===== config.mk =====
export PLATFORM = sky130hd
export DESIGN_NAME = tcp_tx_session_sender
export DESIGN_NICKNAME = d
export VERILOG_FILES = /design/src/rtl/tcp_tx_session_sender.sv
export SDC_FILE = /design/constraint.sdc
export NUM_CORES = 1
export LEC_CHECK = 0
export CORE_AREA = 2 2 498 500
export CTS_CLUSTER_DIAMETER = 100
export DETAILED_ROUTE_END_ITERATION = 12
export DIE_AREA = 0 0 500 502
export DONT_BUFFER_PORTS = 1
export GPL_ROUTABILITY_DRIVEN = 0
export SETUP_SLACK_MARGIN = 0.3
export SLEW_MARGIN = 25
export SYNTH_ARGS = -nofsm -noshare
export SYNTH_HDL_FRONTEND = slang
export SYNTH_SLANG_ARGS = --single-unit

===== constraint.sdc =====
create_clock -name clk -period 8.46 [get_ports clk]
set_clock_uncertainty 0.05 [all_clocks]
set_input_delay 2.538 -clock clk [delete_from_list [all_inputs] [get_ports clk]]
set_output_delay 2.538 -clock clk [all_outputs]
set_load 0.02 [all_outputs]

===== src/rtl/tcp_tx_session_sender.sv =====
// rtl/tcp_tx_session_sender.sv - TX session sender: metadata request, status wait, payload forwarding with TKEEP
// Optional feature macro: TX_RETRY_EN (refused requests back off and retry instead of draining the packet)
module tcp_tx_session_sender #(
    parameter int BACKOFF_CYCLES = 256
) (
    input  logic         clk,
    input  logic         aresetn,
    input  logic [544:0] pkt_rx_TDATA,
    input  logic         pkt_rx_TVALID,
    output logic         pkt_rx_TREADY,
    output logic [31:0]  m_axis_tx_metadata_TDATA,
    output logic         m_axis_tx_metadata_TVALID,
    input  logic         m_axis_tx_metadata_TREADY,
    input  logic [63:0]  s_axis_tx_status_TDATA,
    input  logic         s_axis_tx_status_TVALID,
    output logic         s_axis_tx_status_TREADY,
    output logic [511:0] m_axis_tx_data_TDATA,
    output logic [63:0]  m_axis_tx_data_TKEEP,
    output logic         m_axis_tx_data_TLAST,
    output logic         m_axis_tx_data_TVALID,
    input  logic         m_axis_tx_data_TREADY,
    output logic [31:0]  tx_pkt_count,
    output logic [15:0]  tx_err_count
);
    localparam int BW = (BACKOFF_CYCLES > 1) ? $clog2(BACKOFF_CYCLES) : 1;

    typedef enum logic [2:0] {
        S_IDLE,
        S_REQ,
        S_WAIT_STATUS,
        S_SEND,
        S_BACKOFF,
        S_DRAIN
    } state_t;

    state_t        state;
    state_t        state_next;
    logic [15:0]   sess_q;
    logic [15:0]   len_q;
    logic [15:0]   bytes_left;
    logic [BW-1:0] backoff_cnt;
    logic          mismatch_seen;
    logic          err_inc;
    logic          pkt_inc;
    logic          len_err;

    logic [15:0] head_sess;
    logic [15:0] head_len;
    logic        in_last;
    logic        status_match;
    logic        status_err;
    logic        beat_acc;
    logic        send_beat;
    logic        unused_status_bits;

    assign head_sess    = pkt_rx_TDATA[528:513];
    assign head_len     = pkt_rx_TDATA[544:529];
    assign in_last      = pkt_rx_TDATA[512];
    assign status_match = s_axis_tx_status_TVALID && (s_axis_tx_status_TDATA[15:0] == sess_q);
    assign status_err   = (s_axis_tx_status_TDATA[63:62] != 2'b00);
    assign beat_acc     = pkt_rx_TVALID && pkt_rx_TREADY;
    assign send_beat    = (state == S_SEND) && beat_acc;

    // Echoed length and remaining space are informational only
    assign unused_status_bits = ^s_axis_tx_status_TDATA[61:16];

    assign s_axis_tx_status_TREADY  = 1'b1;
    assign m_axis_tx_metadata_TDATA = {len_q, sess_q};
    assign m_axis_tx_data_TDATA     = pkt_rx_TDATA[511:0];

    // Length disagreement is reported once per packet; forwarding continues regardless
    assign len_err = send_beat && !mismatch_seen &&
                     ((in_last && (bytes_left > 16'd64)) || (!in_last && (bytes_left == 16'd0)));

    always_comb begin
        state_next                = state;
        pkt_rx_TREADY             = 1'b0;
        m_axis_tx_metadata_TVALID = 1'b0;
        m_axis_tx_data_TVALID     = 1'b0;
        m_axis_tx_data_TKEEP      = 64'd0;
        m_axis_tx_data_TLAST      = 1'b0;
        err_inc                   = 1'b0;
        pkt_inc                   = 1'b0;
        case (state)
            S_IDLE: begin
                if (pkt_rx_TVALID) begin
                    if (head_len == 16'd0) begin
                        state_next = S_DRAIN;
                        err_inc    = 1'b1;
                    end else begin
                        state_next = S_REQ;
                    end
                end
            end
            S_REQ: begin
                m_axis_tx_metadata_TVALID = 1'b1;
                if (m_axis_tx_metadata_TREADY) state_next = S_WAIT_STATUS;
            end
            S_WAIT_STATUS: begin
                if (status_match) begin
                    if (!status_err) begin
                        state_next = S_SEND;
                    end else begin
                        err_inc = 1'b1;
`ifdef TX_RETRY_EN
                        state_next = S_BACKOFF;
`else
                        state_next = S_DRAIN;
`endif
                    end
                end
            end
            S_SEND: begin
                m_axis_tx_data_TVALID = pkt_rx_TVALID;
                pkt_rx_TREADY         = m_axis_tx_data_TREADY;
                m_axis_tx_data_TLAST  = in_last;
                m_axis_tx_data_TKEEP  = (bytes_left >= 16'd64) ? {64{1'b1}}
                                        : ((64'd1 << bytes_left[5:0]) - 64'd1);
                err_inc = len_err;
                if (beat_acc && in_last) begin
                    pkt_inc    = 1'b1;
                    state_next = S_IDLE;
                end
            end
            S_BACKOFF: begin
                if (backoff_cnt == '0) state_next = S_REQ;
            end
            S_DRAIN: begin
                pkt_rx_TREADY = 1'b1;
                if (pkt_rx_TVALID && in_last) state_next = S_IDLE;
            end
            default: state_next = S_IDLE;
        endcase
    end

    always_ff @(posedge clk) begin
        if (!aresetn) begin
            state         <= S_IDLE;
            sess_q        <= 16'd0;
            len_q         <= 16'd0;
            bytes_left    <= 16'd0;
            backoff_cnt   <= '0;
            mismatch_seen <= 1'b0;
            tx_pkt_count  <= 32'd0;
            tx_err_count  <= 16'd0;
        end else begin
            state <= state_next;
            if ((state == S_IDLE) && pkt_rx_TVALID) begin
                sess_q        <= head_sess;
                len_q         <= head_len;
                bytes_left    <= head_len;
                mismatch_seen <= 1'b0;
            end
            if (send_beat) begin
                bytes_left <= (bytes_left >= 16'd64) ? (bytes_left - 16'd64) : 16'd0;
                if (len_err) mismatch_seen <= 1'b1;
            end
            // Loaded with N-1 so that exactly N cycles are spent in back-off
            if ((state == S_WAIT_STATUS) && (state_next == S_BACKOFF)) begin
                backoff_cnt <= BW'(BACKOFF_CYCLES - 1);
            end else if ((state == S_BACKOFF) && (backoff_cnt != '0)) begin
                backoff_cnt <= backoff_cnt - 1'b1;
            end
            if (pkt_inc) tx_pkt_count <= tx_pkt_count + 32'd1;
            if (err_inc && (tx_err_count != 16'hFFFF)) tx_err_count <= tx_err_count + 16'd1;
        end
    end
endmodule


== Word-level counts from Yosys, hierarchy flattened ==
Cells that the tools add are included.

* Reductions and logical operators: 24
* Bitwise logic cells: 0
* Equality and inequality tests: 8
* Divide/modulo/power cells: 0
* Shift operators: 1
* $add $sub $neg: 5
* $lt $le $gt $ge: 2
* Multiplexer cells: 30
* Multipliers: 0

{| class="wikitable"
|+ Operators by type and width
! kind !! count
|-
| $mux 64 || 2
|-
| $shl 1x6->64 const A || 1
|-
| $sub 64x1->64 const B || 1
|-
| $mux 16 || 3
|-
| $add 32x1->32 const B || 1
|-
| $logic_not 16->1 || 2
|-
| $mux 3 || 8
|-
| $pmux 3 s6 || 1
|-
| $add 16x1->16 const B || 1
|-
| $eq 16x16->1 || 1
|-
| $ge 16x7->1 const B || 1
|-
| $gt 16x7->1 const B || 1
|-
| $mux 8 || 2
|-
| $ne 16x16->1 const B || 1
|-
| $sub 16x7->16 const B || 1
|-
| $logic_and 1x1->1 || 13
|-
| $mux 1 || 12
|-
| $eq 3x3->1 const B || 3
|-
| $logic_not 8->1 || 1
|-
| $reduce_bool 8->1 || 1
|-
| $sub 8x1->8 const B || 1
|-
| $eq 3x2->1 const B || 2
|-
| $reduce_bool 2->1 || 3
|-
| $eq 3x1->1 const B || 1
|-
| 5 further kinds || 6
|}

* Memory bits (writable): 0
* Memories kept: 0
* Latch bits: 0
* Output and inout port bits: 661
* Bits in read-only memories: 0
* Bits in registers: 108

== Depth between registers and ports, before layout ==
* Depth in word-level cells: 9
* Mapped depth: 12

== Least setup slack after synthesis ==
OpenSTA, ideal clock, no wires.

* Kind: input port to output port
* Start point: in m_axis_tx_data_TREADY
* End point: out pkt_rx_TREADY
* Path buffers: 0
* Data arrival time: 3,043 ps
* Stages: 2
* Setup slack: 2,829 ps
* Cells stage by stage: nand3b_1 -> a21oi_1

* Cells in the longest elaborated chain, start to end: 1

{| class="wikitable"
|+ RTL lines
! element !! RTL line !! text
|-
| start: declaration || 21 || <nowiki>input logic m_axis_tx_data_TREADY,</nowiki>
|-
| $pmux 1 s2 || 84 || <nowiki>case (state)</nowiki>
|-
| end: declaration || 10 || <nowiki>output logic pkt_rx_TREADY,</nowiki>
|}

Every way passes these cells.

== Worst setup path in the final report ==
* Start point: reg bytes_left[3]
* End point: out m_axis_tx_data_TKEEP[38]

* Cells in the longest elaborated chain, start to end: 4
* Elaborated cells on any way between the ends: 5

{| class="wikitable"
|+ RTL lines
! element !! RTL line !! text
|-
| start: declaration || 40 || <nowiki>logic [15:0] bytes_left;</nowiki>
|-
| start signal: assignment || 151 || <nowiki>bytes_left <= head_len;</nowiki>
|-
| start signal: assignment || 155 || <nowiki>bytes_left <= (bytes_left >= 16'd64) ? (bytes_left - 16'd64) : 16'd0;</nowiki>
|-
| $shl 1x6->64 || 118 || <nowiki>: ((64'd1 << bytes_left[5:0]) - 64'd1);</nowiki>
|-
| $sub 64x1->64 || 118 ||
|-
| $mux 64 * || 117 || <nowiki>m_axis_tx_data_TKEEP = (bytes_left >= 16'd64) ? {64{1'b1}}</nowiki>
|-
| $mux 64 * || 84 ||
|-
| end: declaration || 18 || <nowiki>output logic [63:0] m_axis_tx_data_TKEEP,</nowiki>
|}

Mark *: on every way between the ends. The rest lies on a longest branch, timed or not.

==> impl_results.md <==
- Clk Latency, worst-skew pair: between 300 and 400 ps
- Worst R2R Start: state[2]$_SDFF_PN0_
- Hold path depth: 2
- Cts bufs inserted: 9
- Unrepaired setup endpoints after global routing: no
- Antenna-violating nets left: 0
- Hold_ws: 410 ps
- CP required: 5870 ps
- Largest net degree at the start of global routing: 72
- Post-Synthesis Cells: 1,414
- Syn nets: 2,036
- Drt wl/cell: 43.4 microns
- DRC Markers: 0
- Worst slew pin tran: 1100 ps
- Worst reg2reg path depth: 7
- Nets: 1,524
- Primary FF master, synth: dfxtp_1
- Antenna violations before repair: 3
- Input/output buffers: 0
- Global-route wire length before repair: a little under 200 mm
- CTS Root Cell: clkbuf_16
- Tot GR Track Use: 0.137
- Max Fanout on Critical Path: 34
- DIE AREA: 251,000 sq um
- Rows: 182
- Achievable clock frequency: 151 MHz
- I/O pins: 1,276
- Core Region: approximately 250,000 sq um
- Vias in the first global route: 7,354
- Share of cells above drive strength 1: 0.106
- M1 wire length: 25.4 mm
- Top cell family by delay on the critical path: compound AO/OA/AOI/OAI gates
- Die height: 502 microns
- Die width: 500 microns
- Initial DRT Pass Iterations: 5
- Metal2 WL: approximately 74 mm
- Synth async-reset ratio: 0
- Postcts setup bufs: 0
- Commonest non-fill, non-tap cells in the layout: 156 x nand2_1, 128 x a21oi_1, 107 x dfxtp_1
- Placed cell areas: between 10,000 and 15,000 sq um
- DRT Wirelength: roughly 180 mm
- Commonest non-fill, non-tap cell in the layout: nand2_1
- Critical path's most frequent cell: a21oi_1
- Max stage delay on crit path: just under 700 ps
- Setup slack after layout: approximately 1800 ps
- CP Class: reg2out
- R2R Setup Slk: just over 5000 ps
- Final Cycle Share: 0.782
- Post-synthesis sequential area ratio: 0.211
- Syn_area_per_cell: approximately 7.2 sq um
- Unique masters post-synth: 61
- Slowest CP cell: ha_1
- Crit path DAT: 4020 ps
- CP cell instances: buf_4 -> or2_2 -> nor2_1 -> nand3_1 -> ha_1 -> o21ai_1 -> a21oi_1 -> xor2_1 -> a21oi_1
- CTS tree: done
- Hold Fails Final Rpt: 0
- Final setup vio count: 0
- VDD IR max: 0.0834 mV
- Layout fillers: 29,000
- Post-Syn Area: 10,200 sq um
- Status: complete, no violations
- Starting Density: 0.0418
- Post-synth EDFFs: 0
- Min Clock Period, post-route: 6610 ps
- Met3 Wirelength: 74.9 mm
- Hold buffers post-CTS: 0
- Max_cap viols: 0
- Worst-path clk slew: 80 ps
- Setup TNS: 0 ps
- Synth Warn #: 0
- Startpoint Class: flip-flop
- HP Class: reg2reg
- Grt ovf: 0
- Slew headroom: 0.262
- Routed via count: 7,885
- Final-report max-slew violation count: 0
- DP Worst Slack: between 2000 and 2500 ps
- Initial DRC count: 414
- Worst hold start: mismatch_seen$_SDFF_PN0_
- H-tree levels: 3
- Reg-to-Reg End: tx_err_count[2]$_SDFFE_PN0P_
- Area delta synth->final: 6.79%
- Hold Crit Endpoint: mismatch_seen$_SDFF_PN0_
- DP HPWL: 170 mm
- Clock Path Buffers: 2
- Post-CTS sizing: 0
- #FFs+latches synth: 108
- Crit path capture type: output port
- Worst path bufs/invs: 1
- Final instance area: 10,900 sq um
- Highest routed layer: met5
- # clock sinks: 108
- PD cells: roughly 130 nW/um^2
- Post-DR vias/cell: roughly 1.9
- Leak pwr: ~2.7 nW
## how the worst max path moves through the flow
stage	startpoint	end	slack (ps)	cells past startpoint
3_3_place_gp	bytes_left[3]$_SDFFE_PN0P_	m_axis_tx_data_TKEEP[38]	2230	9
4_1_cts	bytes_left[3]$_SDFFE_PN0P_	m_axis_tx_data_TKEEP[38]	1810	9
3_5_place_dp	bytes_left[3]$_SDFFE_PN0P_	m_axis_tx_data_TKEEP[38]	2200	9
2_1_floorplan	m_axis_tx_data_TREADY	pkt_rx_TREADY	2830	2
6_report	bytes_left[3]$_SDFFE_PN0P_	m_axis_tx_data_TKEEP[38]	1850	9
5_1_grt	bytes_left[3]$_SDFFE_PN0P_	m_axis_tx_data_TKEEP[38]	1480	9
## Yosys cell counts (14+ instances only)
| library cell | n | area share |
|---|---|---|
| nand3_1 | 31 | 0.015 |
| nand2_1 | 156 | 0.057 |
| o21ai_0 | 32 | 0.016 |
| clkbuf_1 | 50 | 0.018 |
| buf_4 | 513 | 0.38 |
| nor2_1 | 98 | 0.036 |
| xnor2_1 | 31 | 0.026 |
| and3_1 | 25 | 0.015 |
| xor2_1 | 29 | 0.025 |
| nor3_1 | 22 | 0.011 |
| or3_1 | 16 | 0.0098 |
| inv_1 | 17 | 0.0062 |
| a21oi_1 | 136 | 0.066 |
| dfxtp_1 | 108 | 0.21 |
| a31oi_1 | 14 | 0.0085 |
## state kept, by name (all words and copies together), names as in the netlist
register,flops
state,3
bytes_left,16
len_q,16
backoff_cnt,8
tx_err_count,16
tx_pkt_count,32
mismatch_seen,1
sess_q,16
## report_power, final
part	switching [mW]	total, mW	internal [mW]
clock network	0.230	0.435	0.205
registers	0.0554	0.582	0.527
logic	0.278	0.377	0.0990
total	0.563	1.39	0.831
## layout make-up
| cell class | instances | area [sq um] | area share |
|---|---|---|---|
| Tap cell | 3220 | 4030 | 0.368 |
| Antenna cell | 5 | 12.5 | 0.00114 |
| Inverter | 18 | 68.8 | 0.00629 |
| Sequential cell | 108 | 2160 | 0.198 |
| Timing Repair Buffer | 48 | 360 | 0.0329 |
| Clock buffer | 9 | 225 | 0.0206 |
| Clock inverter | 6 | 55.1 | 0.00503 |
| Multi-Input combinational cell | 717 | 4030 | 0.368 |
## metrics by stage
stage / power [mW] / util / std cells
after global routing: 1.47 / 0.0446 / 4127
final: 1.39 / 0.0446 / 4131
after global placement: 0.988 / 0.0434 / 4111
after detailed placement: 0.990 / 0.0434 / 4111
after floorplan: 1.14 / - / 1414
after CTS: 1.43 / 0.0446 / 4126
## worst reg2reg max path, delay by kind of cell, from the launching register on
| kind | cells | cell delay (ps) |
|---|---|---|
| compound gates | 5 | 2220 |
| flops | 1 | 460 |
| simple gates | 2 | 550 |
## layer usage
metal | track usage | up-vias
met5 | 0.00733 | -
met4 | 0.0331 | 6
met3 | 0.266 | 166
met2 | 0.200 | 1298
met1 | 0.0557 | 3273
li1 | - | 3142
## cell families after synthesis
family,share of synthesized area
simple gates,0.190
other cells,0.000366
buf+inv,0.405
xor+xnor,0.0513
mux,0.00684
flops,0.211
compound gates,0.127
fa+ha+maj,0.00855
No activity file was read; power rests on OpenSTA's default activity.
